`src/rtl/mult_mode_counter.sv`:
```
// Multi-mode 4-bit game counter: counts up/down by 1 or 2, loads on demand,
// tallies visits to 0 and max, and pulses GAMEOVER with a WHO code.
//
// Ports:
//   clk             rising-edge clock
//   rst             asynchronous active-low reset
//   CONTROL_SIGNALS 00 up 1, 01 up 2, 10 down 1, 11 down 2
//   inital_value    value taken when INIT_SIGNAL is high
//   INIT_SIGNAL     synchronous load, wins over counting
//   counter         registered count
//   WHO             00 none, 01 winner, 10 loser (valid with GAMEOVER)
//   GAMEOVER        one-cycle end-of-game pulse
module mult_mode_counter #(
  parameter int WIDTH = 4
) (
  input  logic             clk,
  input  logic             rst,
  input  logic [1:0]       CONTROL_SIGNALS,
  input  logic [WIDTH-1:0] inital_value,
  input  logic             INIT_SIGNAL,
  output logic [WIDTH-1:0] counter,
  output logic [1:0]       WHO,
  output logic             GAMEOVER
);

  typedef enum logic [1:0] {
    UP1 = 2'b00,
    UP2 = 2'b01,
    DN1 = 2'b10,
    DN2 = 2'b11
  } mode_e;

  localparam logic [WIDTH-1:0] ONE =
    {{(WIDTH-1){1'b0}}, 1'b1};
  localparam logic [WIDTH-1:0] TWO =
    {{(WIDTH-2){1'b0}}, 2'b10};
  localparam logic [WIDTH-1:0] MAX = '1;
  localparam logic [WIDTH-1:0] MIN = '0;
  // Tally value one short of full: the next hit ends the game.
  localparam logic [WIDTH-1:0] LAST =
    {{(WIDTH-1){1'b1}}, 1'b0};

  mode_e            mode;
  logic [WIDTH-1:0] count_nxt;
  logic [WIDTH-1:0] winner_tally;
  logic [WIDTH-1:0] loser_tally;
  logic [WIDTH-1:0] win_nxt;
  logic [WIDTH-1:0] lose_nxt;
  logic [1:0]       who_nxt;
  logic             over_nxt;

  assign mode = mode_e'(CONTROL_SIGNALS);

  always_comb begin
    count_nxt = counter;
    if (INIT_SIGNAL) begin
      count_nxt = inital_value;
    end else begin
      unique case (mode)
        UP1: count_nxt = counter + ONE;
        UP2: count_nxt = counter + TWO;
        DN1: count_nxt = counter - ONE;
        DN2: count_nxt = counter - TWO;
        default: count_nxt = counter;
      endcase
    end
  end

  // Tallies look at the pre-edge counter, so a load cycle
  // still scores whatever value it is leaving.
  always_comb begin
    win_nxt  = winner_tally;
    lose_nxt = loser_tally;
    who_nxt  = 2'b00;
    over_nxt = 1'b0;
    if (counter == MAX) begin
      if (winner_tally == LAST) begin
        win_nxt  = '0;
        lose_nxt = '0;
        who_nxt  = 2'b01;
        over_nxt = 1'b1;
      end else begin
        win_nxt = winner_tally + ONE;
      end
    end else if (counter == MIN) begin
      if (loser_tally == LAST) begin
        win_nxt  = '0;
        lose_nxt = '0;
        who_nxt  = 2'b10;
        over_nxt = 1'b1;
      end else begin
        lose_nxt = loser_tally + ONE;
      end
    end
  end

  always_ff @(posedge clk or negedge rst) begin
    if (!rst) begin
      counter      <= '0;
      winner_tally <= '0;
      loser_tally  <= '0;
      WHO          <= 2'b00;
      GAMEOVER     <= 1'b0;
    end else begin
      counter      <= count_nxt;
      winner_tally <= win_nxt;
      loser_tally  <= lose_nxt;
      WHO          <= who_nxt;
      GAMEOVER     <= over_nxt;
    end
  end

endmodule

```
`config.mk`:
```
export PLATFORM = sky130hd
export DESIGN_NAME = mult_mode_counter
export DESIGN_NICKNAME = d
export VERILOG_FILES = /design/src/rtl/mult_mode_counter.sv
export SDC_FILE = /design/constraint.sdc
export NUM_CORES = 1
export LEC_CHECK = 0
export ABC_CLOCK_PERIOD_IN_PS = 1800
export CAP_MARGIN = 0
export CORE_MARGIN = 5
export CORE_UTILIZATION = 45
export CTS_CLUSTER_DIAMETER = 80
export DETAILED_ROUTE_END_ITERATION = 10
export PLACE_DENSITY = 0.73
export SYNTH_ARGS = -nofsm -noshare
export SYNTH_HDL_FRONTEND = slang
export SYNTH_SLANG_ARGS = --single-unit
```
`constraint.sdc`:
```
create_clock -name clk -period 1.8 [get_ports clk]
set_input_delay 0.27 -clock clk [delete_from_list [all_inputs] [get_ports clk]]
set_output_delay 0.27 -clock clk [all_outputs]
set_load 0.05 [all_outputs]
```
==> results by group, run 1 <==
Synth
  • Share of the synthesized area in the top cell type: 42.1%
  • Number of synthesized flops with an enable pin: 0
  • Synthesized area: between 800 and 900 um^2
  • Synth area leaders: dfrtp_1 42%, ha_1 7.0%, nand2_1 5.1%, o22ai_1 3.5%, o21ai_0 2.8%
  • Yosys cell types: 39
  • Syn Area/Cell: 10.0 um^2
  • Post-Synthesis Cells: 89
  • Ys async rst share: 100%
  • Register area share after synthesis: 42.1%
  • Post-synth net total: 104
  • Main synth FF type: dfrtp_1
  • Synth area leader: dfrtp_1
  • Yosys Warn Count: 0
  • Seq cells post-synth: 15

Timing
  • Fin. max-slew vios: 0
  • Worst slew pin tran: between 400 and 500 ps
  • Clock Skews: 8.20 ps
  • Worst setup margin: 72.3 ps
  • Hold slack: around 300 ps
  • Max frequency: 579 MHz
  • Min Tclk post-route: 1730 ps
  • Unrepaired setup endpoints after global routing: false
  • Fin crit share: 96.0%
  • Worst slew margin: about two thirds
  • Hold Violations, Final: 0
  • Endpoints failing setup: 0

Pwr
  • PD cells: 982 nW/um^2
  • Leakage power: 0.526 nW
  • Peak supply drop: 0.663 mV

Floorplan
  • Initial Utilization: 46.4%
  • Die Area: slightly below 3000 um^2
  • Die height: roughly 54 um
  • Horiz. Die Dim: 54.5 um
  • Row count: 16
  • IO Count: 16
  • Core ar.: about 1900 um^2

Critical path
  • Critical path type: reg -> reg
  • Crit path from: counter[1]$_DFF_PN0_
  • Req. time, crit path: 1980 ps
  • Worst reg-to-reg path cell count: 5
  • FF-to-FF End: loser_tally[3]$_DFFE_PN0P_
  • Setup slack, reg-to-reg: 70 ps
  • Worst r2r src: counter[1]$_DFF_PN0_
  • Crit. End Element: flop
  • Worst setup SP type: flop
  • Crit path DAT: 1910 ps
  • Worst-path fanout max: 6

Global routing
  • Vias in the first global route: a little over 700
  • Number of antenna violations at the first check in global routing: 0
  • Grt ovf: 0
  • Total GRT Usage: 13.9%
  • First-pass GRT wire length: approximately 3000 um
  • Largest net degree at the start of global routing: 16

Drt
  • 1st-pass router iterations: 4
  • DR vias/cell: 5.12
  • Drt total wl: ~1800 um
  • Routed length per instance: 12.5 um
  • Initial DRC count: 9
  • Final ANT Viol Nets: 0
  • DRC: 0
  • Via count: 717

Worst hold path
  • HP Class: in -> async

Cells and area
  • Syn-to-layout area delta: 29.1%
  • Commonest non-fill, non-tap cell in the layout: dfrtp_1
  • Most frequent cells in the layout: 13 x dfrtp_1, 12 x nand2_1, 11 x buf_4
  • Nets@finish: ~130
  • Antenna Cells: 0
  • Share of post-route cells with drive strength above 1: approximately 26%
  • Final cell utilization of the core: around three fifths

Clock tree
  • Hold_buf cts: 0
  • TritonCTS clock tree: done
  • # clock sinks: 15
  • Cts bufs inserted: 3
  • Worst-path clk slew: around 90 ps
  • Post-CTS Setup Inserts: 0
  • CTS root buf: clkbuf_4
  • Clock Latency Late Sink: 280 ps
  • Htree depth: 1
  • Max Root-Sink Buffers: 2

Run
  • Max Cap Viol: 0

Place
  • GPL Wtd Cong: around 0.78
  • Post-place setup slack: -370 ps
  • HPWL Detailed: around 1400 um
  • Port bufs: 15

Run status
  • Status: completed
-- per-layer routing --
layer / vias up / part of all wire, % / wire [um] / track usage [%]
met5: - / 0 / 0 / 0
met4: 0 / 1.3 / 23 / 2.49
met3: 2 / 4.3 / 76 / 4.09
met2: 17 / 50 / 869 / 26.1
met1: 331 / 45 / 784 / 15.4
li1: 367 / - / - / -
-- worst max-delay path by stage --
stage / to / slack [ps] / cells past startpoint
floorplan: counter[3]$_DFF_PN0_ / -40 / 6
global placement: counter[2]$_DFF_PN0_ / -340 / 8
detailed placement: counter[2]$_DFF_PN0_ / -370 / 8
CTS: counter[2]$_DFF_PN0_ / 0.6 / 8
global route: counter[2]$_DFF_PN0_ / 20 / 7
finish: loser_tally[3]$_DFFE_PN0P_ / 70 / 5
-- where the power goes --
part	leakage [nW]	total, mW	internal (mW)	switching, mW
Sequential	0.192	0.526	0.421	0.105
Clock	0.0150	0.190	0.0860	0.104
Combinational	0.320	0.413	0.192	0.222
Total	0.526	1.13	0.699	0.430
-- cell type report --
cell class	count	area, um^2
fillers	183	772
inverters	5	18.8
well taps	27	33.8
repair buffers	22	198
clock buffers	4	26.3
multi-input cells	67	495
flip-flops and latches	15	378
-- sequential cells by signal, indices dropped and copies added, names as in the netlist --
signal        flops
counter           4
loser_tally       4
WHO               2
winner_tally      4
GAMEOVER          1
-- metrics by stage --
| step | cell area, um^2 | total power, mW | TNS, ps | std cells |
|---|---|---|---|---|
| 3_3_place_gp | 1110 | 0.918 | -613 | 136 |
| 5_1_grt | 1150 | 1.21 | 0 | 140 |
| 4_1_cts | 1140 | 1.14 | 0 | 140 |
| 3_5_place_dp | 1110 | 0.946 | -629 | 136 |
| 2_1_floorplan | 910 | 0.812 | -39.6 | 89 |
| 6_report | 1150 | 1.13 | 0 | 140 |
-- cells in the mapped netlist (all sizes together), types with 2 or more instances --
master and n:
nand3 4, nand2 12, ha 5, nor2 5, buf 2, o21ai 5
xnor2 2, dfrtp 15, o22ai 5, nor4 2, inv 5, nor2b 2
a21oi 2, mux2 2
-- timing repair --
item,4_1_cts,5_1_grt
gates cloned,0,0
endpoints found under the hold margin,0,0
setup endpoints to repair,1,2
resized for setup,1,2
pin swaps,0,3
-- critical path, cell delays in order, from the launching register on --
cell      delay, ps
dfrtp_2         470
buf_4           170
or4_4           560
nor2_1          130
nor2_1           50
a311oi_2        250
-- logic make-up after synthesis --
| logic type | after synthesis | synth area share [%] |
|---|---|---|
| AOI/OAI and AO/OA | 19 | 14.5 |
| xor gates and xnor gates | 3 | 2.95 |
| adders and majority gates | 6 | 9.27 |
| buffers and inverters | 7 | 3.93 |
| DFF | 15 | 42.1 |
| muxes | 3 | 3.65 |
| and+or+nand+nor | 36 | 23.6 |
No activity file was read; power rests on OpenSTA's default activity.
==> inputs of run 2 (changes only) <==
SETUP_SLACK_MARGIN = 0.5   (was not set)
==> run 2 against run 1 <==
Net effect: flip-flop and latch count stayed put; via count rose by 14%; clock power increased by 6%; clock-buffer cell count shrank 1; non-clock buffer count up 11; critical path depth is 2 higher; worst hold slack worse by 9.4 ps; global-route usage grew 2.9 points; sequential share of layout area fell by 5.3 points; critical path type unchanged.
==> results by group, run 2 (synthesis gave the netlist of run 1 again) <==
Global routing
  • Met1 usage: 20.6% (+5.2 points)
  • Met3 GRT Util: 2.72% (-1.4 points)
  • M2 GR Usage: 29.9% (+3.8 points)
  • Number of antenna violations at the first check in global routing: 0 (unchanged)
  • Busiest grt layer: met2
  • First-pass GRT wire length: 3550 um (+20%)
  • Total GRT Usage: 16.8% (+2.9 points)
  • Largest net degree at the start of global routing: 16 (unchanged)
  • Vias in the first global route: 812 (+14%)
  • Grt ovf: 0 (unchanged)

Floorplan
  • Die height: 54.5 um (unchanged)
  • IO Count: 16 (unchanged)
  • Core ar.: 1920 um^2 (unchanged)
  • Die Area: 2970 um^2 (unchanged)
  • Row count: 16 (unchanged)
  • Horiz. Die Dim: 54.5 um (unchanged)
  • Initial Utilization: 46.4% (unchanged)

Clock tree
  • Htree depth: 1 (unchanged)
  • Worst-path clk slew: 100 ps (about the same)
  • Hold_buf cts: 0 (unchanged)
  • TritonCTS clock tree: done
  • CTS root buf: clkbuf_4
  • # clock sinks: 15 (unchanged)
  • Clock Latency Late Sink: 290 ps (about the same)
  • Max Root-Sink Buffers: 2 (unchanged)
  • Cts bufs inserted: 3 (unchanged)

Critical path
  • Worst-path fanout max: 3 (-3)
  • Crit-path slowest cell: dfrtp_2
  • Worst-path cell chain: inv_2 -> xnor2_1 -> ha_2 -> nor3b_2 -> o21a_1 -> o31ai_2 -> mux2_2
  • Cell class contributing the biggest share of worst-path delay: flip-flops
  • CP Buf/Inv Count: 1 (unchanged)
  • Crit. End Element: flop
  • Crit path DAT: 1830 ps (-80 ps)
  • Req. time, crit path: 1980 ps (about the same)
  • Worst setup SP type: flop
  • Max incr delay on CP: 450 ps (-110 ps)
  • Critical path type: reg -> reg

Drt
  • DR vias/cell: 5.40 (+5.4%)
  • DRC: 0 (unchanged)
  • Routed length per instance: 15.8 um (+26%)
  • Via count: 815 (+14%)
  • Initial DRC count: 22 (+13)
  • Drt total wl: 2390 um (+36%)
  • 1st-pass router iterations: 4 (unchanged)
  • Final ANT Viol Nets: 0 (unchanged)

Timing
  • Hold slack: 286 ps (-9.42 ps)
  • Max frequency: 606 MHz (+4.7%)
  • Fin. max-slew vios: 0 (unchanged)
  • Endpoints failing setup: 0 (unchanged)
  • Hold Violations, Final: 0 (unchanged)
  • Worst slew margin: 78.5% (+12 points)
  • Fin crit share: 91.6% (-4.4 points)
  • Worst slew pin tran: 321 ps (-173 ps)
  • Clock Skews: 6.48 ps (-1.72 ps)
  • Min Tclk post-route: 1650 ps (-78.3 ps)
  • Unrepaired setup endpoints after global routing: true

Cells and area
  • Commonest non-fill, non-tap cell in the layout: buf_4
  • Most frequent cells in the layout: 14 x buf_4, 11 x dfrtp_1, 8 x nand2_1, 8 x buf_6, 6 x clkdlybuf4s50_1
  • Filler-free cell count of the finished design: 151 (+7.9%)
  • Syn-to-layout area delta: 54.6%
  • Largest regs: counter x4, loser_tally x4, winner_tally x4
  • Share of post-route cells with drive strength above 1: 52.4% (+27 points)
  • Design area: 1380 um^2 (+20%)
  • Nets@finish: 140 (+8.5%)
  • Filler cells: 142 (-22%)
  • Antenna Cells: 0 (unchanged)

Place
  • Port bufs: 15 (unchanged)
  • HPWL Detailed: 1310 um (-3.4%)
  • Post-place instance area: 1110 um^2 (-0.45%)
  • Placed cells: 135 (-0.74%)
  • GPL Wtd Cong: 0.715 (-8.3%)

Pwr
  • PD cells: 979 nW/um^2 (-0.33%)
  • Leakage power: 0.595 nW (+13%)
  • Peak supply drop: 0.650 mV (-2.1%)

Worst hold path
  • HP Class: in -> async

Run
  • Max Cap Viol: 0 (unchanged)

Run status
  • Status: completed
## run 2: cell type report
class	instances	area (um^2)	area share (%)
clock buffers	3	22.5	1.63
clock inverters	1	5.00	0.363
inverters	5	18.8	1.36
multi-input cells	67	611	44.3
flip-flops and latches	15	380	27.6
well taps	27	33.8	2.45
repair buffers	33	307	22.3
## run 2: per-stage QoR
step | setup WS [ps] | setup TNS [ps] | power, mW | util [%]
2_1_floorplan | -30.3 | -30.3 | 0.814 | -
3_3_place_gp | -294 | -533 | 0.922 | 57.7
3_5_place_dp | -406 | -653 | 0.940 | 57.7
4_1_cts | 155 | 0 | 1.25 | 66.4
5_1_grt | 102 | 0 | 1.43 | 71.7
6_report | 151 | 0 | 1.35 | 71.7
## run 2: path summary, 6_finish.rpt
check | startpoint | end | slack (ps) | depth (start not counted)
max | counter[1]$_DFF_PN0_ | counter[2]$_DFF_PN0_ | 150 | 7
min | rst | counter[3]$_DFF_PN0_ | 290 | 2
max reg2reg | counter[1]$_DFF_PN0_ | counter[2]$_DFF_PN0_ | 150 | 7
min reg2reg | winner_tally[0]$_DFFE_PN0P_ | winner_tally[0]$_DFFE_PN0P_ | 530 | 1
max in group asynchronous | rst | counter[0]$_DFFE_PN0P_ | 1320 | 2
min in group clk | inital_value[1] | counter[1]$_DFF_PN0_ | 520 | 3
## run 2: where the power goes
group | leakage [nW] | switching, mW | total (mW) | internal (mW)
combinational | 0.388 | 0.300 | 0.605 | 0.305
clock | 0.0177 | 0.120 | 0.202 | 0.0827
sequential | 0.190 | 0.117 | 0.540 | 0.423
total | 0.595 | 0.537 | 1.35 | 0.811
## run 2: per-layer routing
layer | wire length (um) | up-vias | part of all wire, %
li1 | - | 389 | -
met1 | 956 | 384 | 40
met2 | 1240 | 36 | 52
met3 | 137 | 6 | 5.7
met4 | 54 | 0 | 2.3
met5 | 0 | - | 0
## run 2: repair_timing
action | CTS | global route
endpoints found under the setup margin | 16 | 16
pin swaps | 15 | 10
cloned | 0 | 0
hold endpoints to repair | 0 | 0
setup buffers | 7 | 5
gates resized for setup | 34 | 15
